`config.mk`:
```
export PLATFORM = sky130hd
export DESIGN_NAME = fetch_unit
export DESIGN_NICKNAME = d
export VERILOG_FILES = /design/src/rtl/fetch_unit.sv
export SDC_FILE = /design/constraint.sdc
export NUM_CORES = 1
export LEC_CHECK = 0
export BUFFER_PORTS_ARGS = -buffer_cell sky130_fd_sc_hd__buf_2
export CAP_MARGIN = 15
export CORE_MARGIN = 2
export CORE_UTILIZATION = 50
export CTS_BUF_LIST = sky130_fd_sc_hd__clkbuf_16
export DETAILED_ROUTE_END_ITERATION = 8
export PLACE_DENSITY = 0.75
export SETUP_SLACK_MARGIN = 0.4
export SYNTH_ARGS = -nofsm -noshare
export SYNTH_HDL_FRONTEND = slang
export SYNTH_SLANG_ARGS = --single-unit
export TNS_END_PERCENT = 30
```
`constraint.sdc`:
```
create_clock -name clk_i -period 5.98 [get_ports clk_i]
set_input_delay 0.299 -clock clk_i [delete_from_list [all_inputs] [get_ports clk_i]]
set_output_delay 0.299 -clock clk_i [all_outputs]
set_load 0.02 [all_outputs]
```
`src/rtl/fetch_unit.sv`:
```
// Instruction-fetch stage: owns the PC, drives L1 I-cache requests, buffers an
// instruction across decode stalls and applies branch redirects, including
// redirects that arrive while a miss is outstanding.
module fetch_unit #(
  parameter logic [31:0] RESET_PC = 32'h0000_0000,
  parameter int          CNT_W    = 16
) (
  input  logic             clk_i,
  input  logic             rst_i,
  input  logic             stall_i,
  input  logic             branch_i,
  input  logic [31:0]      branch_target_i,
  input  logic             halt_i,
  output logic             icache_req_o,
  output logic [31:0]      icache_addr_o,
  input  logic             icache_ack_i,
  input  logic [31:0]      icache_data_i,
  output logic [31:0]      pc_o,
  output logic [31:0]      pc_add4_o,
  output logic [31:0]      inst_o,
  output logic             inst_valid_o,
  output logic             mem_stall_o,
  output logic             flush_o,
  output logic [CNT_W-1:0] miss_cycles_o
);

  typedef enum logic [1:0] {
    IDLE   = 2'd0,
    REQ    = 2'd1,
    HOLD   = 2'd2,
    HALTED = 2'd3
  } state_t;

  state_t             state_q, state_d;
  logic [31:0]        pc_q, pc_d;
  logic [31:0]        buf_inst_q, buf_inst_d;
  logic               redir_pend_q, redir_pend_d;
  logic [31:0]        redir_pc_q, redir_pc_d;
  logic [CNT_W-1:0]   miss_cnt_q, miss_cnt_d;
  logic               halt_pend_q, halt_pend_d;

  // Handshake: a request is held with a stable address while icache_req_o=1
  // and icache_ack_i=0; the word is consumed in the cycle req and ack are both high.
  always_comb begin
    state_d      = state_q;
    pc_d         = pc_q;
    buf_inst_d   = buf_inst_q;
    redir_pend_d = redir_pend_q;
    redir_pc_d   = redir_pc_q;
    miss_cnt_d   = miss_cnt_q;
    halt_pend_d  = halt_pend_q;
    icache_req_o = 1'b0;
    inst_o       = 32'h0;
    inst_valid_o = 1'b0;
    mem_stall_o  = 1'b0;
    flush_o      = 1'b0;

    case (state_q)
      IDLE: begin
        state_d = halt_i ? HALTED : REQ;
      end

      REQ: begin
        icache_req_o = 1'b1;
        if (!icache_ack_i) begin
          mem_stall_o = 1'b1;
          if (miss_cnt_q != '1) miss_cnt_d = miss_cnt_q + CNT_W'(1);
          if (halt_i) begin
            halt_pend_d = 1'b1;
          end else if (branch_i && !halt_pend_q) begin
            // Remember the target; the miss in flight must still be drained.
            flush_o      = 1'b1;
            redir_pend_d = 1'b1;
            redir_pc_d   = branch_target_i;
          end
        end else if (halt_i || halt_pend_q) begin
          state_d      = HALTED;
          halt_pend_d  = 1'b0;
          redir_pend_d = 1'b0;
        end else if (branch_i) begin
          // A fresh branch supersedes any pending one.
          flush_o      = 1'b1;
          pc_d         = branch_target_i;
          redir_pend_d = 1'b0;
        end else if (redir_pend_q) begin
          pc_d         = redir_pc_q;
          redir_pend_d = 1'b0;
        end else begin
          inst_o       = icache_data_i;
          inst_valid_o = 1'b1;
          if (stall_i) begin
            buf_inst_d = icache_data_i;
            state_d    = HOLD;
          end else begin
            pc_d = pc_q + 32'd4;
          end
        end
      end

      HOLD: begin
        if (halt_i) begin
          state_d = HALTED;
        end else if (branch_i) begin
          flush_o = 1'b1;
          pc_d    = branch_target_i;
          state_d = REQ;
        end else begin
          inst_o       = buf_inst_q;
          inst_valid_o = 1'b1;
          if (!stall_i) begin
            pc_d    = pc_q + 32'd4;
            state_d = REQ;
          end
        end
      end

      HALTED: begin
        state_d = HALTED;
      end

      default: begin
        state_d = IDLE;
      end
    endcase
  end

  always_ff @(posedge clk_i or negedge rst_i) begin
    if (!rst_i) begin
      state_q      <= IDLE;
      pc_q         <= RESET_PC;
      buf_inst_q   <= 32'h0;
      redir_pend_q <= 1'b0;
      redir_pc_q   <= 32'h0;
      miss_cnt_q   <= '0;
      halt_pend_q  <= 1'b0;
    end else begin
      state_q      <= state_d;
      pc_q         <= pc_d;
      buf_inst_q   <= buf_inst_d;
      redir_pend_q <= redir_pend_d;
      redir_pc_q   <= redir_pc_d;
      miss_cnt_q   <= miss_cnt_d;
      halt_pend_q  <= halt_pend_d;
    end
  end

  assign icache_addr_o = pc_q;
  assign pc_o          = pc_q;
  assign pc_add4_o     = pc_q + 32'd4;
  assign miss_cycles_o = miss_cnt_q;

endmodule

```
== Word-level counts from Yosys, hierarchy flattened ==
Index checks and enable logic that the tools add are counted.

* Register bits: 116
* Word-level logic and storage cells: 89

* Reductions and logical operators: 14
* $add $sub $neg: 2
* Bitwise operators: 5
* Muxes and demuxes: 48
* Eq/ne operators: 13

{| class="wikitable"
|+ Operator list
! kind !! number
|-
| 32-bit 2-to-1 mux || 13
|-
| 32-bit one-hot mux with 2 select lines || 2
|-
| 32-bit by 3-bit adder with 32-bit output (second input constant) || 1
|-
| 1-bit 2-to-1 mux || 21
|-
| 2-bit 2-to-1 mux || 9
|-
| 16-bit by 1-bit adder with 16-bit output (second input constant) || 1
|-
| 16-bit inequality test (second input constant) || 1
|-
| 3-bit inequality test (second input constant) || 3
|-
| 3-bit AND reduction || 3
|-
| 2-bit one-hot mux with 4 select lines || 1
|-
| 4-bit AND reduction || 2
|-
| 2-bit inequality test (second input constant) || 3
|-
| 6-bit AND reduction || 1
|-
| 2-bit nonzero test || 3
|-
| 1-bit NOT || 5
|-
| 5-bit AND reduction || 1
|-
| 2-bit == test (second input constant) || 2
|-
| 2-bit by 1-bit inequality test with 1-bit output (second input constant) || 2
|-
| 4-bit inequality test (second input constant) || 1
|-
| 1-bit one-hot mux with 2 select lines || 2
|-
| 2-bit by 1-bit == test with 1-bit output (second input constant) || 1
|-
| 2-bit logical NOT || 1
|-
| 1-bit logical AND || 1
|-
| 1-bit logical NOT || 1
|-
| 1-bit logical OR || 1
|}

== Depth between registers and ports, before layout ==
Gate-level depths: netlist of the first run.

* Depth in word-level cells: 7
* Depth in mapped cells: 10

== Least setup slack after synthesis of the first run ==
OpenSTA, ideal clock, no wires.

* Path type: flip-flop to flip-flop
* From: reg state_q[1]
* To: reg miss_cnt_q[1] (netlist: miss_cycles_o[1])
* Setup slack: 3649 ps
* Library setup time: 125 ps
* Cell stages (with the launch flop): 7
* Data arrival time: 2206 ps
* Cells stage by stage: dfrtp_1 -> inv_1 -> ha_1 -> buf_2 -> nor2b_1 -> a21boi_1 -> mux2_2

* Cells in the longest elaborated chain, start to end: 2

{| class="wikitable"
|+ RTL lines
! element !! RTL line !! source
|-
| from (decl) || 34 || <nowiki>state_t state_q, state_d;</nowiki>
|-
| from (signal assigned) || 137 || <nowiki>state_q <= state_d;</nowiki>
|-
| 2-bit by 1-bit == test with 1-bit output || 58 || <nowiki>case (state_q)</nowiki>
|-
| 3-bit AND reduction (no source line) || - ||
|-
| to (signal assigned) || 142 || <nowiki>miss_cnt_q <= miss_cnt_d;</nowiki>
|-
| to (decl) || 39 || <nowiki>logic [CNT_W-1:0] miss_cnt_q, miss_cnt_d;</nowiki>
|}

No other way between the ends.
A chain may end at the register's enable or synchronous reset.

== Worst setup path in the final report of the first run ==
* From: reg pc_q[2] (netlist: icache_addr_o[2])
* To: out pc_add4_o[26]

* Cells in the longest elaborated chain, start to end: 1

{| class="wikitable"
|+ RTL lines
! element !! RTL line !! source
|-
| from (decl) || 35 || <nowiki>logic [31:0] pc_q, pc_d;</nowiki>
|-
| from (signal assigned) || 138 || <nowiki>pc_q <= pc_d;</nowiki>
|-
| 32-bit by 3-bit adder with 32-bit output || 149 || <nowiki>assign pc_add4_o = pc_q + 32'd4;</nowiki>
|-
| to (decl) || 19 || <nowiki>output logic [31:0] pc_add4_o,</nowiki>
|}

No other way between the ends.

==> summary.txt, run 1 <==
Placement
  – Input/output buffers: 217
  – GPL Wtd Cong: 0.7630
  – Hpwl dp: 12200 um

Setup path
  – Worst Path Required: 5680 ps
  – Worst Path Max Fanout: 10
  – Worst R2R Setup Slack: 3370 ps
  – FF-to-FF End: icache_addr_o[7]
  – Kind of end point of the critical path: output port
  – Crit Reg-Reg Startpoint: state_q[0]
  – Worst Path Arrival: 2690 ps
  – Critical setup path kind: reg -> out
  – Reg2reg path depth: 7
  – Startpoint Class: flop

Floorplanning
  – Rows: 43
  – Chip width: 122.0 um
  – Core ar.: 13720 um^2
  – Full die area: 14880 um^2
  – Initial Utilization: 50.72%
  – Ports: 218
  – Die Y: 122.0 um

GRT
  – Via count of the first global-routing pass: 5915
  – Global-route wire length before repair: 29330 um
  – Antenna violations before repair: 0
  – Largest net degree at the start of global routing: 61
  – Grt total ovfl: 0
  – Gr usage total: 24.78%

Detailed routing
  – Drt first-iter violations: 535
  – Vias: 6215
  – DRC viols: 0
  – Number of iterations in the first detailed-routing pass: 5
  – Post-route ant nets: 0
  – Routed length per instance: 16.85 um
  – Drt via density: 5.739
  – Total Routed Length: 18250 um

Power and ir drop
  – Reg power frac: 40.4%
  – Internal: 1601 uW
  – Leak pwr: 0.004052 uW
  – Switching Share: 36.30%
  – Logic pwr share: 27.0%
  – PwrDens: 301.9 nW/um^2
  – Net Sw Power: 912.1 uW
  – Peak VDD IR: 0.1795 mV
  – Clock power frac: 32.5%

Timing
  – Total negative setup slack: 0 ps
  – RSZ-0062 raised after global routing: no
  – Worst clock skew: 5.176 ps
  – Tcrit/Tclk final: 49.97%
  – Slew Viols, Final: 0
  – Hold Fails Final Rpt: 0
  – Worst slew pin tran: 1010 ps
  – Max Fclk: 334.6 MHz
  – Final setup vio count: 0
  – Min Clock Period, post-route: 2988 ps
  – Slew HR: 32.67%

Synth
  – Seq/Total Area, Yosys: 41.72%
  – Main synth FF type: dfrtp_1
  – Post-synth EDFFs: 0
  – Yosys reg bits: 116
  – Net Count, Synth: 815
  – Post-synthesis cell type count: 58
  – Mapped Area: 6958 um^2
  – Post-Syn Instances: 740
  – Avg Cell Area, Syn: 9.403 um^2
  – Async SR Flop Fraction: 100.0%
  – Syn. warnings: 0

Clock tree
  – TritonCTS clock tree: done
  – CTS clock-pin slew for the worst setup and hold paths: 50 ps
  – H-tree Lvls: 4
  – # resized after CTS: 0
  – Clk_lat worst skew: 410 ps
  – Num CTS Buffers: 17
  – CTS Hold Buffers Added: 1
  – CTS sink count: 116
  – CTS root buffer: clkbuf_16
  – Setup bufs post-CTS: 0
  – Clock Path Buffers: 2

Final layout
  – Most common cell after layout, fill and taps aside: buf_2
  – Synth-to-Final Area Change: 19.62%
  – Layout cells sized above 1: 35.99%
  – Final nets: 972
  – N_diodes: 0
  – Most frequent cells in the layout: 216 x buf_2, 116 x dfrtp_1, 72 x nor2_1
  – Util after Layout: 60.67%

Hold path
  – Min-delay src: icache_data_i[14]
  – Hold WC Path Type: in -> reg
  – Cell depth of the worst hold path: 2
  – Worst Hold Path EP: buf_inst_q[14]

Outcome
  – Status: finished clean

Flow run
  – Max_cap viols: 0
==> area by class of cell <==
| type | count | area, um^2 |
|---|---|---|
| fillers | 1182 | 5396 |
| multi-input cells | 527 | 3542 |
| flip-flops and latches | 116 | 2903 |
| repair buffers | 227 | 1166 |
| clock buffers | 17 | 425.4 |
| well taps | 180 | 225.2 |
| clock inverters | 8 | 31.28 |
| inverters | 8 | 30.03 |
==> kinds of logic after synthesis <==
group,Yosys count,share of synthesized area (%)
buffers and inverters,97,7.589
flip-flops,116,41.72
AND/OR/NAND/NOR,233,17.16
multiplexers,68,10.95
AO/OA/AOI/OAI,179,16.40
adder cells (fa/ha/maj),5,0.8991
XOR/XNOR,42,5.287
==> flip-flops by register name (all words and copies together), names as in the netlist <==
name / flops
redir_pc_q: 32
halt_pend_q: 1
state_q: 2
miss_cycles_o: 16
icache_addr_o: 32
buf_inst_q: 32
redir_pend_q: 1
==> critical path, cell delays in order, from the launching register on <==
cell     delay, ps
dfrtp_1        530
ha_1           450
nand4_1        200
nor4_4         400
nand2_1        210
nor2_1         170
xor2_1         150
buf_2          180
==> power by group through the flow <==
stage	Sequential, uW	Clock (uW)	Combinational, uW
2_1_floorplan	1040	0	475
3_3_place_gp	1020	0	674
3_5_place_dp	1020	0	682
4_1_cts	1010	834	685
5_1_grt	1030	868	739
6_report	1020	818	679
==> per-layer routing <==
metal	share of wire, %	track usage, %	vias to the layer above
met5	0	0	-
met4	1.4	7.471	0
met3	7.5	7.069	21
met2	48	40.29	230
met1	43	32.18	3021
li1	-	-	2943
==> through the flow <==
step                      instances  hold slack, ps  setup WS, ps  instance area (um^2)  power [uW]
after CTS                      1083           121.1          3026                  8323        2531
after global placement         1057           413.5          3146                  7856        1695
after global routing           1083           124.0          2811                  8323        2636
after detailed placement       1057           420.5          3062                  7856        1706
final                          1083           133.3          2992                  8323        2513
after floorplan                 740           3.409          3649                  6958        1511
==> synth_stat cells, drive strengths merged, types with 2 or more instances <==
master,count,area share (%)
o31ai,3,0.32
ha,5,0.90
nand2,63,3.4
o2bb2ai,2,0.25
o31a,5,0.63
a221oi,7,0.88
a21oi,30,2.2
o41ai,2,0.25
and4,3,0.40
o211ai,2,0.22
a31oi,10,0.90
a211oi,6,0.65
o311ai,2,0.25
xor2,13,1.6
a21o,2,0.22
dfrtp,116,42
and3,23,2.1
xnor2,29,3.7
nand3,19,1.4
mux2i,3,0.43
and2,5,0.45
inv,8,0.43
nor4,8,1.2
nand4b,2,0.25
nor2b,3,0.27
nor2,73,3.9
nand4,15,1.8
o22ai,4,0.36
or4,2,0.22
a22oi,33,3.6
buf,60,5.6
nand2b,3,0.27
a22o,4,0.50
nor3,10,1.0
mux2,65,11
clkbuf,29,1.6
o21ai,59,4.2
==> how the worst max path moves through the flow <==
stage / start / to / slack, ps / cells after the start
after floorplan: state_q[1] / miss_cycles_o[1] / 3650 / 6
after global placement: branch_i / buf_inst_q[7] / 3150 / 7
after detailed placement: branch_i / icache_addr_o[7] / 3060 / 7
after CTS: icache_addr_o[2] / pc_add4_o[26] / 3030 / 7
after global routing: icache_addr_o[2] / pc_add4_o[28] / 2810 / 7
final: icache_addr_o[2] / pc_add4_o[26] / 2990 / 7
Power figures use the tool's default switching activity.
==> inputs of run 2 (changes only) <==
--- a/config.mk
+++ b/config.mk
@@ -8,10 +8,10 @@
 export BUFFER_PORTS_ARGS = -buffer_cell sky130_fd_sc_hd__buf_2
 export CAP_MARGIN = 15
 export CORE_MARGIN = 2
-export CORE_UTILIZATION = 50
+export CORE_UTILIZATION = 47
 export CTS_BUF_LIST = sky130_fd_sc_hd__clkbuf_16
 export DETAILED_ROUTE_END_ITERATION = 8
-export PLACE_DENSITY = 0.75
+export PLACE_DENSITY = 0.74
 export SETUP_SLACK_MARGIN = 0.4
 export SYNTH_ARGS = -nofsm -noshare
 export SYNTH_HDL_FRONTEND = slang
==> constraint.sdc (replaced) <==
create_clock -name clk_i -period 2.7 [get_ports clk_i]
set_input_delay 0.135 -clock clk_i [delete_from_list [all_inputs] [get_ports clk_i]]
set_output_delay 0.135 -clock clk_i [all_outputs]
set_load 0.02 [all_outputs]
==> run 2 against run 1 <==
Die area rose by 6.2%. Cell area increased by 16%. Power rose by 140%. Sequential power is 110% higher. Non-clock buffer count up 112. Worst hold slack worse by 110 ps. Critical path type unchanged. Critical endpoint is now pc_add4_o[25]. Largest cell class unchanged. Highest routed layer unchanged.
==> summary.txt, run 2 (synthesis results as in run 1) <==
Placement
  – Hpwl dp: 12660 um (+3.8%)
  – Input/output buffers: 217 (unchanged)
  – Pre-CTS setup slack: 335.3 ps (-2727 ps)
  – GPL Wtd Cong: 0.8490 (+11%)
  – Cells after DPL: 1071 (+1.3%)

Final layout
  – Synth-to-Final Area Change: 38.70%
  – Util after Layout: 66.65% (+6.0 points)
  – Most common cell after layout, fill and taps aside: buf_2
  – Final nets: 1084 (+12%)
  – Layout cells sized above 1: 40.29% (+4.3 points)
  – Area of the multi-input gates: 3637 um^2 (+2.7%)
  – Most frequent cells in the layout: 207 x buf_2, 101 x dfrtp_1, 68 x nor2_1
  – FF+latch area: 2922 um^2 (+0.65%)
  – Final Instance Count excl. Fillers: 1205 (+11%)
  – Fillcell total: 1109 (-6.2%)

GRT
  – Via count of the first global-routing pass: 6592 (+11%)
  – Largest net degree at the start of global routing: 56 (-8.2%)
  – Global-route wire length before repair: 32960 um (+12%)
  – Gr usage total: 25.65% (+0.88 points)
  – Antenna violations before repair: 0 (unchanged)
  – Grt total ovfl: 0 (unchanged)

Setup path
  – Startpoint Class: flop
  – Critical path's largest stage delay: 440 ps (-90 ps)
  – Kind of end point of the critical path: output port
  – Critical setup path kind: reg -> out
  – Crit-path cells: nand4_4 > or3_4 > nor3_4 > nand2_1 > xnor2_1 > buf_4
  – CP max stage cell: or3_4
  – Worst Path Max Fanout: 5 (-5)
  – Worst Path Arrival: 2170 ps (-520 ps)
  – Worst Path Required: 2570 ps (-3110 ps)

Floorplanning
  – Core ar.: 14480 um^2 (+5.5%)
  – Chip width: 125.7 um (+3.0%)
  – Full die area: 15790 um^2 (+6.2%)
  – Die Y: 125.7 um (+3.0%)
  – Initial Utilization: 48.06% (-2.7 points)
  – Rows: 44 (+2.3%)
  – Ports: 218 (unchanged)

Timing
  – Max Fclk: 433.7 MHz
  – Worst slew pin tran: 627.6 ps (-382.4 ps)
  – Final setup vio count: 0 (unchanged)
  – Worst clock skew: 9.110 ps (+3.934 ps)
  – RSZ-0062 raised after global routing: yes
  – Min Clock Period, post-route: 2306 ps
  – Slew Viols, Final: 0 (unchanged)
  – Total negative setup slack: 0 ps (unchanged)
  – Setup ws final: 394.1 ps (-2598 ps)
  – Slew HR: 57.78% (+25 points)
  – Hold Fails Final Rpt: 0 (unchanged)
  – Tcrit/Tclk final: 85.40%

Detailed routing
  – Post-route ant nets: 0 (unchanged)
  – DRC viols: 0 (unchanged)
  – Number of iterations in the first detailed-routing pass: 5 (unchanged)
  – Routed length per instance: 17.59 um (+4.4%)
  – Vias: 6881 (+11%)
  – Total Routed Length: 21200 um (+16%)
  – Drt via density: 5.710 (-0.49%)
  – Drt first-iter violations: 658 (+23%)

Clock tree
  – CTS root buffer: clkbuf_16
  – Clock Path Buffers: 2 (unchanged)
  – TritonCTS clock tree: done
  – CTS sink count: 116 (unchanged)
  – H-tree Lvls: 4 (unchanged)
  – CTS clock-pin slew for the worst setup and hold paths: 50 ps (about the same)
  – Num CTS Buffers: 17 (unchanged)
  – Clk_lat worst skew: 410 ps (about the same)

Power and ir drop
  – Total power: 6077 uW (+140%)
  – Leak pwr: 0.004626 uW (+14%)
  – PwrDens: 629.7 nW/um^2 (+110%)
  – Peak VDD IR: 0.4005 mV (+120%)

Hold path
  – Hold WC Path Type: in -> reg

Flow run
  – Max_cap viols: 0 (unchanged)

Outcome
  – Status: finished clean
-- run 2: cell types whose count changed in the layout (fill, tap and decap cells not counted), moves of 4 or more --
| cell | delta |
|---|---|
| dfrtp_1 | -15 |
| dlygate4sd3_1 | +62 |
| dfrtp_2 | +15 |
| nor2_1 | -4 |
| buf_2 | -9 |
| buf_4 | +47 |
| buf_12 | +6 |
-- run 2: power breakdown --
group | leakage (uW) | internal (uW) | total, uW | switching, uW
Clock | 0.000267 | 1220 | 1970 | 754
Combinational | 0.00285 | 773 | 1920 | 1150
Sequential | 0.00151 | 1920 | 2190 | 265
Total | 0.00463 | 3910 | 6080 | 2160
-- run 2: final timing paths --
| kind | startpoint | to | slack [ps] | cells past startpoint |
|---|---|---|---|---|
| max | icache_addr_o[6] | pc_add4_o[25] | 390 | 6 |
| min reg2reg | miss_cycles_o[11] | miss_cycles_o[11] | 490 | 1 |
| min | branch_target_i[14] | redir_pc_q[14] | 20 | 2 |
| max reg2reg | state_q[0] | icache_addr_o[7] | 550 | 7 |
| max in group asynchronous | rst_i | icache_addr_o[21] | 1660 | 3 |
| min in group asynchronous | rst_i | redir_pc_q[3] | 190 | 2 |
-- run 2: metal layers --
metal	GRT usage [%]	wire, um	share of wire, %	vias up
met5	0	0	0	-
met3	7.264	1773	8.4	41
li1	-	-	-	3164
met4	8.562	362	1.7	0
met1	32.92	8711	41	3315
met2	42.03	10350	49	361
-- run 2: cell type report --
| class | instances | area share (%) |
|---|---|---|
| multi-input cells | 527 | 37.69 |
| flip-flops and latches | 116 | 30.27 |
| repair buffers | 339 | 24.08 |
| clock buffers | 17 | 4.408 |
| well taps | 184 | 2.386 |
| clock inverters | 13 | 0.8298 |
| inverters | 8 | 0.3112 |
| diodes | 1 | 0.02593 |
-- run 2: worst max-delay path: cells and delay by family (launching register included) --
family	cells	cell delay [ps]
buffers and inverters	1	180
xor gates and xnor gates	1	190
DFF	1	410
and+or+nand+nor	4	980
-- run 2: stage by stage --
stage / hold WS [ps] / cell area [um^2]
floorplan: -160.6 / 6960
global placement: 74.11 / 7989
detailed placement: 70.17 / 7989
CTS: 1.105 / 9370
global route: 12.08 / 9648
finish: 23.17 / 9651
-- run 2: what timing repair did --
action | CTS | global route
hold endpoints to repair | 85 | 1
buffers inserted | 26 | 11
resized for setup | 23 | 33
cloned | 0 | 3
setup endpoints to repair | 54 | 51
pin swaps | 11 | 13
hold buffers | 62 | 1
